$ cat config.mk
export PLATFORM = sky130hd
export DESIGN_NAME = pipelined_adder
export DESIGN_NICKNAME = d
export VERILOG_FILES = /design/src/rtl/adder_pkg.sv /design/src/rtl/chunk_adder.sv /design/src/rtl/full_adder.sv /design/src/rtl/pipelined_adder.sv
export SDC_FILE = /design/constraint.sdc
export NUM_CORES = 1
export LEC_CHECK = 0
export ABC_AREA = 1
export BUFFER_PORTS_ARGS = -buffer_cell sky130_fd_sc_hd__buf_2
export CAP_MARGIN = 20
export CORE_MARGIN = 2
export CORE_UTILIZATION = 52
export DETAILED_ROUTE_END_ITERATION = 6
export PLACE_DENSITY = 0.77
export SLEW_MARGIN = 20
export SYNTH_ARGS = -nofsm -noshare
export SYNTH_HDL_FRONTEND = slang
export SYNTH_SLANG_ARGS = --single-unit
$ cat constraint.sdc
create_clock -name clk -period 4.2 [get_ports clk]
set_input_delay 0.84 -clock clk [delete_from_list [all_inputs] [get_ports clk]]
set_output_delay 0.84 -clock clk [all_outputs]
set_load 0.005 [all_outputs]
$ cat src/rtl/adder_pkg.sv
// ---------------------------------------------------------------------------
// adder_pkg
// Shared types and helpers for the pipelined adder family.
//   alu_op_e    : operation select that drives the adder's sub port
//   paramsLegal : elaboration-time legality check for WIDTH / STAGES
// ---------------------------------------------------------------------------
package adder_pkg;

  typedef enum logic {
    OP_ADD = 1'b0,
    OP_SUB = 1'b1
  } alu_op_e;

  // A chunked carry chain only works when the chunks tile the word exactly.
  function automatic bit paramsLegal(input int width, input int stages);
    return (width >= 2) && (stages >= 1) && (stages <= width) &&
           ((width % stages) == 0);
  endfunction

endpackage

$ cat src/rtl/chunk_adder.sv
// ---------------------------------------------------------------------------
// chunk_adder
// Combinational W-bit ripple-carry adder built from full_adder cells.
//   a, b  : W-bit addends
//   cin   : carry into bit 0
//   sum   : W-bit sum
//   cout  : carry out of bit W-1
//   c_msb : carry into bit W-1 (used by the caller for signed overflow)
// ---------------------------------------------------------------------------
module chunk_adder
  import adder_pkg::*;
#(
  parameter int W = 8
) (
  input  logic [W-1:0] a,
  input  logic [W-1:0] b,
  input  logic         cin,
  output logic [W-1:0] sum,
  output logic         cout,
  output logic         c_msb
);

  logic [W:0] w_carry;

  assign w_carry[0] = cin;

  for (genvar i = 0; i < W; i++) begin : g_bit
    full_adder u_fa (
      .a   (a[i]),
      .b   (b[i]),
      .cin (w_carry[i]),
      .sum (sum[i]),
      .cout(w_carry[i+1])
    );
  end

  assign cout  = w_carry[W];
  assign c_msb = w_carry[W-1];

endmodule

$ cat src/rtl/full_adder.sv
// ---------------------------------------------------------------------------
// full_adder
// Single-bit full adder cell used to build ripple chains.
//   a, b, cin : addend bits and carry in
//   sum, cout : sum bit and carry out
// ---------------------------------------------------------------------------
module full_adder (
  input  logic a,
  input  logic b,
  input  logic cin,
  output logic sum,
  output logic cout
);

  assign sum  = a ^ b ^ cin;
  assign cout = (a & b) | (cin & (a ^ b));

endmodule

$ cat src/rtl/pipelined_adder.sv
// ---------------------------------------------------------------------------
// pipelined_adder
// WIDTH-bit adder/subtractor whose carry chain is split into STAGES registered
// chunks, with valid/ready handshakes on input and output.
//   clk, rst_n          : clock, asynchronous active-low reset
//   in_valid / in_ready : operand beat handshake
//   a, b, cin, sub      : operands, carry in (add only), subtract select
//   out_valid/out_ready : result beat handshake
//   sum, cout, ovf      : result, raw MSB carry out, signed overflow
// ---------------------------------------------------------------------------
module pipelined_adder
  import adder_pkg::*;
#(
  parameter int WIDTH  = 32,
  parameter int STAGES = 4
) (
  input  logic             clk,
  input  logic             rst_n,
  input  logic             in_valid,
  output logic             in_ready,
  input  logic [WIDTH-1:0] a,
  input  logic [WIDTH-1:0] b,
  input  logic             cin,
  input  logic             sub,
  output logic             out_valid,
  input  logic             out_ready,
  output logic [WIDTH-1:0] sum,
  output logic             cout,
  output logic             ovf
);

  localparam int CHUNK = WIDTH / STAGES;

  if (!paramsLegal(WIDTH, STAGES)) begin : g_badParams
    $error("pipelined_adder: WIDTH must be >= 2 and divisible by STAGES");
  end

  alu_op_e          w_op;
  logic [WIDTH-1:0] w_bEff;
  logic             w_cinEff;
  logic             w_advance;

  // Subtraction is A + ~B + 1, so the carry-in is forced high in sub mode.
  assign w_op     = alu_op_e'(sub);
  assign w_bEff   = (w_op == OP_SUB) ? ~b : b;
  assign w_cinEff = (w_op == OP_SUB) ? 1'b1 : cin;

  // Global stall: the whole pipe moves only when the output slot can drain.
  assign w_advance = !out_valid || out_ready;

  logic             r_vld   [STAGES];
  logic             r_carry [STAGES];
  logic [WIDTH-1:0] r_a     [STAGES];
  logic [WIDTH-1:0] r_b     [STAGES];
  logic [WIDTH-1:0] r_sum   [STAGES];
  logic             r_ovf;

  logic             w_vldIn    [STAGES];
  logic [WIDTH-1:0] w_aIn      [STAGES];
  logic [WIDTH-1:0] w_bIn      [STAGES];
  logic [WIDTH-1:0] w_sumIn    [STAGES];
  logic [WIDTH-1:0] w_sumMerged[STAGES];
  logic [CHUNK-1:0] w_chunkSum [STAGES];
  logic             w_chunkCin [STAGES];
  logic             w_chunkCout[STAGES];
  logic             w_chunkCmsb[STAGES];

  for (genvar k = 0; k < STAGES; k++) begin : g_stage
    // Stage 0 reads the ports directly; later stages read the previous
    // stage's skew (operands), deskew (partial sum) and carry registers.
    if (k == 0) begin : g_first
      assign w_vldIn[k]    = in_valid;
      assign w_aIn[k]      = a;
      assign w_bIn[k]      = w_bEff;
      assign w_sumIn[k]    = '0;
      assign w_chunkCin[k] = w_cinEff;
    end else begin : g_later
      assign w_vldIn[k]    = r_vld[k-1];
      assign w_aIn[k]      = r_a[k-1];
      assign w_bIn[k]      = r_b[k-1];
      assign w_sumIn[k]    = r_sum[k-1];
      assign w_chunkCin[k] = r_carry[k-1];
    end

    chunk_adder #(
      .W(CHUNK)
    ) u_chunk (
      .a    (w_aIn[k][k*CHUNK +: CHUNK]),
      .b    (w_bIn[k][k*CHUNK +: CHUNK]),
      .cin  (w_chunkCin[k]),
      .sum  (w_chunkSum[k]),
      .cout (w_chunkCout[k]),
      .c_msb(w_chunkCmsb[k])
    );

    // Drop this stage's chunk into its slot of the travelling partial sum.
    assign w_sumMerged[k] = (w_sumIn[k] & ~(WIDTH'({CHUNK{1'b1}}) << (k*CHUNK))) |
                            (WIDTH'(w_chunkSum[k]) << (k*CHUNK));
  end

  // All stage registers shift together on advance and hold otherwise.
  always_ff @(posedge clk or negedge rst_n) begin
    if (!rst_n) begin
      for (int k = 0; k < STAGES; k++) begin
        r_vld[k]   <= 1'b0;
        r_carry[k] <= 1'b0;
        r_a[k]     <= '0;
        r_b[k]     <= '0;
        r_sum[k]   <= '0;
      end
      r_ovf <= 1'b0;
    end else if (w_advance) begin
      for (int k = 0; k < STAGES; k++) begin
        r_vld[k]   <= w_vldIn[k];
        r_carry[k] <= w_chunkCout[k];
        r_a[k]     <= w_aIn[k];
        r_b[k]     <= w_bIn[k];
        r_sum[k]   <= w_sumMerged[k];
      end
      r_ovf <= w_chunkCmsb[STAGES-1] ^ w_chunkCout[STAGES-1];
    end
  end

  assign in_ready  = w_advance;
  assign out_valid = r_vld[STAGES-1];
  assign sum       = r_sum[STAGES-1];
  assign cout      = r_carry[STAGES-1];
  assign ovf       = r_ovf;

endmodule

* Word-level counts from Yosys, hierarchy flattened
Index checks and enable logic that the tools add are counted.
Operators by class: add/subtract/negate cells 0, $mul 0, divide/modulo/power cells 0, magnitude comparators 0, eq/ne operators 0, shift-type cells 0, muxes and demuxes 2, bitwise gates (word level) 165, reductions and logical operators 2
Operator list (count):
- $xor 1x1->1 | 65
- $and 1x1->1 | 64
- $mux 32 | 1
- $not 32->32 | 1
- $or 1x1->1 | 32
- $or 24x32->32 | 1
- $or 16x24->24 | 1
- $or 8x16->16 | 1
- $logic_not 1->1 | 1
- $logic_or 1x1->1 | 1
- $mux 1 | 1
Word-level totals: bits in registers 281, bits in latches 0, bits in writable memories 0, bits in read-only memories 0, input port bits 70, memories 0

* Longest topological paths before layout
Gate-level depths: netlist of run 1.
depth after elaboration 19, depth in mapped cells 15, mapped depth without buffers 15

* Cells and area by module
Synthesis of run 1 repeated with hierarchy kept, for this count alone.
Second synthesis, totals: cell total of the unflattened synthesis 906, area total of the unflattened synthesis 8219.1 µm²
By module, submodules not included:
- pipelined_adder | instances 1, cells an instance 874, area each 7578.5 µm², sequential area each 4629.4 µm²
- full_adder | instances 32, cells an instance 1, area each 20.0 µm², sequential area each 0.0 µm²

* Least setup slack after synthesis of run 1
OpenSTA, ideal clock, no wires.
path type input to register, from input sub, to register r_sum[103] in the netlist's numbering, library setup time 0.116 ns, data arrival time 4.599 ns, path slack -0.515 ns, stages 14, buffers on the path 2, cell sequence buf_2 -> buf_2 -> xnor2_1 -> fa_1 -> fa_1 -> fa_1 -> fa_1 -> fa_1 -> fa_1 -> fa_1 -> inv_1 -> fa_1 -> nand2_1 -> nand2_1
Between the ends: longest elaborated chain between the ends 17
Ends and longest elaborated chain:
- from (decl) | line pipelined_adder.sv:24 | input logic sub,
- $mux 32 | line pipelined_adder.sv:45 | assign w_bEff = (w_op == OP_SUB) ? ~b : b;
- $xor 1x1->1 | line full_adder.sv:16 | assign cout = (a & b) | (cin & (a ^ b));
- $and 1x1->1 | line full_adder.sv:16
- $or 1x1->1 | line full_adder.sv:16
- $and 1x1->1 | line full_adder.sv:16
- $or 1x1->1 | line full_adder.sv:16
- $and 1x1->1 | line full_adder.sv:16
- $or 1x1->1 | line full_adder.sv:16
- (+2 left out)
- $and 1x1->1 | line full_adder.sv:16
- $or 1x1->1 | line full_adder.sv:16
- $and 1x1->1 | line full_adder.sv:16
- $or 1x1->1 | line full_adder.sv:16
- $and 1x1->1 | line full_adder.sv:16
- $or 1x1->1 | line full_adder.sv:16
- $xor 1x1->1 (*) | line full_adder.sv:15 | assign sum = a ^ b ^ cin;
- net g_stage[0].u_chunk.g_bit[7].u_fa.sum | line full_adder.sv:11 | output logic sum,
- to (signal, indexed assignment) | line pipelined_adder.sv:118 | r_sum[k] <= w_sumMerged[k];
- to (decl) | line pipelined_adder.sv:55 | logic [WIDTH-1:0] r_sum [STAGES];
Mark *: on every way through the listed nets, which the timed path passes. The rest lies on a longest branch. A chain may end at the register's enable or synchronous reset.

* Worst setup path in the final report of run 1
from register r_a[56] in the netlist's numbering, to register r_sum (netlist bit sum[31])
Between the ends: longest elaborated chain between the ends 17
Ends and longest elaborated chain:
- from (decl) | line pipelined_adder.sv:53 | logic [WIDTH-1:0] r_a [STAGES];
- from (signal, indexed assignment) | line pipelined_adder.sv:116 | r_a[k] <= w_aIn[k];
- $xor 1x1->1 | line full_adder.sv:16
- $and 1x1->1 | line full_adder.sv:16
- $or 1x1->1 (*) | line full_adder.sv:16
- $and 1x1->1 (*) | line full_adder.sv:16
- $or 1x1->1 (*) | line full_adder.sv:16
- $and 1x1->1 (*) | line full_adder.sv:16
- $or 1x1->1 (*) | line full_adder.sv:16
- $and 1x1->1 (*) | line full_adder.sv:16
- $or 1x1->1 (*) | line full_adder.sv:16
- $and 1x1->1 (*) | line full_adder.sv:16
- $or 1x1->1 (*) | line full_adder.sv:16
- $and 1x1->1 (*) | line full_adder.sv:16
- $or 1x1->1 (*) | line full_adder.sv:16
- $and 1x1->1 (*) | line full_adder.sv:16
- $or 1x1->1 (*) | line full_adder.sv:16
- $xor 1x1->1 (*) | line full_adder.sv:15
- $or 24x32->32 (*) | line pipelined_adder.sv:97 | assign w_sumMerged[k] = (w_sumIn[k] & ~(WIDTH'({CHUNK{1'b1}}) << (k*CHUNK))) |
Mark *: on every way between the ends. The rest lies on a longest branch, timed or not.

==> results of run 1 <==
==> repair_timing <==
action | in CTS | in global routing
hold endpoints to repair | 0 | 0
hold buffers | 0 | 0
endpoints found under the setup margin | 0 | 4
resized for setup | 0 | 7
==> stage by stage <==
step	TNS, ps	setup slack, ps	utilization [%]	total power, mW
6_report	0	163	59.1	6.72
5_1_grt	-0.248	-0.248	59.1	7.32
4_1_cts	0	1.02	59.0	6.77
3_5_place_dp	-238	-234	55.3	5.15
3_3_place_gp	-193	-193	55.3	5.05
2_1_floorplan	-187	-187	-	4.63
==> sequential cells by signal (all words and copies together), names as in the netlist <==
name,count
r_a,48
r_b,48
r_sum,48
sum,32
r_carry,3
r_vld,3
cout,1
out_valid,1
ovf,1
==> power groups by stage <==
stage | clock, mW | combinational [mW] | sequential (mW)
after global placement | 0 | 2.07 | 2.98
final | 1.59 | 2.15 | 2.99
after global routing | 1.69 | 2.55 | 3.08
after detailed placement | 0 | 2.14 | 3.01
after floorplan | 0 | 1.72 | 2.91
after CTS | 1.62 | 2.17 | 2.99
==> metal layers <==
layer	vias to the layer above	wire [um]	GRT usage [%]
li1	2839	-	-
met1	2655	7480	29.0
met2	105	6550	27.4
met3	19	635	4.26
met4	0	220	6.45
met5	-	0	0
==> kinds of logic after synthesis <==
family          Yosys count  synth area share (%)
xor+xnor                  8                 0.847
buf+inv                 154                  9.45
flops                   185                  55.9
simple gates            478                  22.1
fa+ha+maj                32                  7.74
compound gates           64                  3.87
==> worst max-delay path, delay by kind of cell (launching register included) <==
family / cells / cell delay (ps)
AO/OA/AOI/OAI: 1 / 150
adder cells (fa/ha/maj): 8 / 3190
buffers and inverters: 3 / 210
flip-flops: 1 / 400
==> synth_stat cells, drive strengths merged <==
library cell  number  share of area [%]
nand2            451                 20
buf               73                5.8
clkbuf             5               0.23
inv               76                3.4
nand3             25                1.5
xnor2              7               0.74
dfrtp            185                 56
fa                32                7.7
xor2               1               0.11
o21ai             64                3.9
nor2               2               0.18
==> area by class of cell <==
class	instances	area, sq um	area share (%)
Sequential cell	185	4630	49.9
Clock inverter	8	121	1.31
Timing Repair Buffer	111	617	6.65
Clock buffer	21	460	4.96
Inverter	76	285	3.07
Tap cell	216	270	2.91
Multi-Input combinational cell	582	2900	31.2
==> worst max path at each step <==
stage	startpoint	end	cells after the start
floorplan	sub	r_sum[103]$_DFFE_PN0P_	14
global placement	sub	r_sum[103]$_DFFE_PN0P_	13
detailed placement	sub	r_sum[103]$_DFFE_PN0P_	13
CTS	r_a[80]$_DFFE_PN0P_	r_sum[55]$_DFFE_PN0P_	12
global route	r_a[104]$_DFFE_PN0P_	r_sum[79]$_DFFE_PN0P_	12
finish	r_a[56]$_DFFE_PN0P_	sum[31]$_DFFE_PN0P_	12
==> impl_metrics.toml, run 1 <==
[synthesis]
synth.net_count = 1023
synth-warning-count = 0
synth_cell_types = 13
post_synth.cell_area_avg_sq_um = 8.99
syn-instance-count = 921
syn-cell-area_sq_um = 8280
yosysSeqAreaShare_pct = 55.9
yosys_register_bits = 185

[setup_path]
slowest_delay_ps = 460
worstSetupPathType = "flop to flop"
worst-endpoint-required_ps = 4540
r2r_start = "r_a[56]$_DFFE_PN0P_"
logic_depth_of_the_worst_register_to_register_path = 12
setup_slack_on_the_worst_flop_to_flop_path_ps = 160
crit_path_max_fanout = 2
timing.critical_path.slowest_stage_cell = "sky130_fd_sc_hd__fa_1"
cpMostUsedCell = "sky130_fd_sc_hd__fa_1"
setup.worst_path.end_class = "flop"
crit_path_cell_trace = "fa_1 > fa_2 > fa_1 > fa_1 > fa_1 > inv_1 > fa_1 > inv_1 > fa_1 > inv_2 > fa_1 > o21ai_0"
crit_path_start_kind = "flop"
rr_endpoint = "sum[31]$_DFFE_PN0P_"
timing.critical_path.arrival_ps = 4380

[sta]
max_slew_margin_pct = 45.0
upper_clock_frequency_limit_mhz = 248
skew_ps = 3.92
finalHoldViolations = 0
maxSlewViolCount = 0
setup_viol_count_final = 0
clock_period_minus_worst_slack_ps = 4040
worst_hold_slack_ps = 399
tightest_slew_ps = 824
finalCritPeriodShare_pct = 96.1

[placed_design]
place_area_sq_um = 8690
finalWeightedCongestion = 0.783
place_inst = 1170
placement.io_buffers = 105
dpl.hpwl_um = 9730

[floorplanning]
die_height_um = 130
std_cell_rows = 46
floorplan.die_area_sq_um = 16900
fp.coreArea_sq_um = 15700
initial_utilization_pct = 52.7
floorplan.die.width_um = 130
ios = 106

[detailed_routing]
routed_via_count_divided_by_cell_count = 4.69
drtIter0Drc = 437
firstDrtPassIters = 5
antenna_left = 0
post-route-drc-count = 0
dr_total_vias = 5618
routed_wl_um = 14900
detail_route.wl_per_cell_um = 12.4

[power]
power_switching_share_pct = 34.5
combPwrFrac_pct = 32.0
clkPwrFrac_pct = 23.6
total_leakage_power_nw = 4.98
sequentialPowerShare_pct = 44.4
cellPowerDensity_nw_per_um2 = 724
internal-power_mw = 4.40
worst_ir_drop_vdd_mv = 0.450
p_switching_mw = 2.32

[cts]
total_clock_buffers_created_by_cts = 17
clk-insertion-delay-late_ps = 420
cts.clk_slew.worst_paths_ps = 60
numClockSinks = 185
h-tree-depth = 4
clock_tree.root_cell = "sky130_fd_sc_hd__clkbuf_16"
cts.path.max_buffers = 2
cts_tree = "done"
cts_setup_buffers = 0

[global_route]
grt_overflow = 0
grt_max_degree = 120
first_pass_grt_wire_length_um = 25300
track_usage_pct = 19.1
first_global_vias = 5331
initial_antenna_violation_count = 0

[min_path]
min-delay-path-class = "input port to async pin"

[layout]
post-route-cell-area_sq_um = 9280
layout.cells.most_common = "sky130_fd_sc_hd__nand2_1"
antennaDiodeCount = 0
flow.area_growth_from_synthesis_pct = 12.2
nNetsFinal = 1075
fill_count = 1314
mostFrequentLayoutCells = "450 x sky130_fd_sc_hd__nand2_1, 185 x sky130_fd_sc_hd__dfrtp_1, 104 x sky130_fd_sc_hd__buf_2, 75 x sky130_fd_sc_hd__inv_1, 63 x sky130_fd_sc_hd__o21ai_0"
stdcell_count = 1199
post_route_cells_drive_above_1_share_pct = 15.5

[outcome]
outcome = "finished, final reports clean"

[run]
cap_viol_max_count = 0
(Power assumes the default switching activity.)
==> run 2: changes to the inputs <==
CORE_UTILIZATION = 55   (was 52)
clock period = 4.25 ns   (was 4.2 ns; I/O delays follow)
==> impl_metrics.toml, run 2 (synthesized netlist as in run 1, its figures left out) <==
[placed_design]
placement.io_buffers = 105
place_area_sq_um = 8640
dpl.hpwl_um = 9630
finalWeightedCongestion = 0.794

[detailed_routing]
firstDrtPassIters = 5
routed_wl_um = 14900
routed_via_count_divided_by_cell_count = 4.81
post-route-drc-count = 0
dr_total_vias = 5647
antenna_left = 0
drtIter0Drc = 352
detail_route.wl_per_cell_um = 12.7

[setup_path]
crit_path_start_kind = "flop"
timing.critical_path.arrival_ps = 4410
worst-endpoint-required_ps = 4590
worstSetupPathType = "flop to flop"
setup.worst_path.end_class = "flop"
crit_path_max_fanout = 2

[power]
power_switching_share_pct = 35.0
internal-power_mw = 4.27
total_leakage_power_nw = 4.98
sequentialPowerShare_pct = 45.2
clkPwrFrac_pct = 23.1
cellPowerDensity_nw_per_um2 = 711
worst_ir_drop_vdd_mv = 0.392
combPwrFrac_pct = 31.8
p_switching_mw = 2.30

[run]
cap_viol_max_count = 0

[sta]
upper_clock_frequency_limit_mhz = 246
worst_hold_slack_ps = 459
setup_viol_count_final = 0
skew_ps = 6.19
max_slew_margin_pct = 32.1
grt_setup_unrepaired = "no"
tightest_slew_ps = 1020
finalHoldViolations = 0
clock_period_minus_worst_slack_ps = 4070
finalCritPeriodShare_pct = 95.8
maxSlewViolCount = 0

[layout]
mostFrequentLayoutCells = "450 x sky130_fd_sc_hd__nand2_1, 185 x sky130_fd_sc_hd__dfrtp_1, 104 x sky130_fd_sc_hd__buf_2, 75 x sky130_fd_sc_hd__inv_1, 63 x sky130_fd_sc_hd__o21ai_0"
fill_count = 1258
largest_registers = "r_a x48, r_b x48, r_sum x48"
layout.cells.most_common = "sky130_fd_sc_hd__nand2_1"
flow.area_growth_from_synthesis_pct = 11.6
post_route_cells_drive_above_1_share_pct = 16.4
post-route-cell-area_sq_um = 9240
layout.area.seq_sq_um = 4630
nNetsFinal = 1077
final_util_pct = 63.1
multi_input_area_sq_um = 2910

[global_route]
track_usage_pct = 20.0
grt_max_degree = 137
first_global_vias = 5298
initial_antenna_violation_count = 1
grt_overflow = 0
first_pass_grt_wire_length_um = 25300

[outcome]
outcome = "finished, final reports clean"

[cts]
cts.clk_slew.worst_paths_ps = 70
total_clock_buffers_created_by_cts = 17
clk-insertion-delay-late_ps = 430
cts.path.max_buffers = 2
h-tree-depth = 4
numClockSinks = 185
cts_tree = "done"
clock_tree.root_cell = "sky130_fd_sc_hd__clkbuf_16"

[floorplanning]
ios = 106
std_cell_rows = 44
initial_utilization_pct = 56.5
fp.coreArea_sq_um = 14600
die_height_um = 127
floorplan.die_area_sq_um = 16000
floorplan.die.width_um = 127

[min_path]
min-delay-path-class = "flop to flop"
## run 2: critical path, cell delays in order, from the launching register on
cell                      delay [ps]
sky130_fd_sc_hd__dfrtp_1         400
sky130_fd_sc_hd__fa_1            460
sky130_fd_sc_hd__fa_2            430
sky130_fd_sc_hd__fa_2            420
sky130_fd_sc_hd__fa_1            460
sky130_fd_sc_hd__fa_1            420
sky130_fd_sc_hd__inv_1            90
sky130_fd_sc_hd__fa_1            180
sky130_fd_sc_hd__inv_1            60
sky130_fd_sc_hd__fa_1            450
sky130_fd_sc_hd__inv_2            90
sky130_fd_sc_hd__fa_1            380
sky130_fd_sc_hd__o21ai_1         140
## run 2: path summary, 6_finish.rpt
kind                                            from  slack [ps]  depth (start not counted)                    end
min in group asynchronous                      rst_n         530                          1    sum[24]$_DFFE_PN0P_
worst max-delay path             r_a[56]$_DFFE_PN0P_         180                         12    sum[31]$_DFFE_PN0P_
worst max register to register   r_a[56]$_DFFE_PN0P_         180                         12    sum[31]$_DFFE_PN0P_
worst min-delay path            r_vld[1]$_DFFE_PN0P_         460                          2  out_valid$_DFFE_PN0P_
max in group asynchronous                      rst_n        2840                          2    r_a[82]$_DFFE_PN0P_
worst min register to register  r_vld[1]$_DFFE_PN0P_         460                          2  out_valid$_DFFE_PN0P_
## run 2: layout make-up
type	instances	share of cell area, %
antenna	1	0.0271
clock buffer	21	5.20
clock inverter	11	1.03
inverter	76	3.09
multi-input combinational	582	31.5
sequential	185	50.1
tap	184	2.49
timing repair buffer	113	6.57
## run 2: per-stage QoR
step           power, mW  setup WS, ps  cells  TNS [ps]
4_1_cts             6.62          17.0   1172         0
3_5_place_dp        5.07         -74.0   1140     -74.0
5_1_grt             7.13          13.2   1172         0
6_report            6.56           178   1173         0
3_3_place_gp        4.96         -30.9   1140     -30.9
2_1_floorplan       4.58          -147    921      -147
## run 2: metal layers
| layer | global-route usage (%) | part of all wire, % | vias to the layer above |
|---|---|---|---|
| met3 | 4.43 | 3.5 | 14 |
| met1 | 28.1 | 47 | 2691 |
| met5 | 0 | 0 | - |
| li1 | - | - | 2847 |
| met4 | 6.40 | 1.3 | 0 |
| met2 | 31.4 | 48 | 95 |
## run 2: timing repair
action	CTS	global route
gates resized for setup	1	9
setup buffers	0	0
setup endpoints to repair	1	4
endpoints found under the hold margin	0	0
hold buffers	0	0
## run 2: power by group through the flow
stage	clock (mW)	sequential, mW	combinational, mW
6_report	1.51	2.97	2.08
5_1_grt	1.62	3.06	2.44
4_1_cts	1.55	2.97	2.11
3_5_place_dp	0	2.99	2.08
3_3_place_gp	0	2.96	1.99
2_1_floorplan	0	2.88	1.70
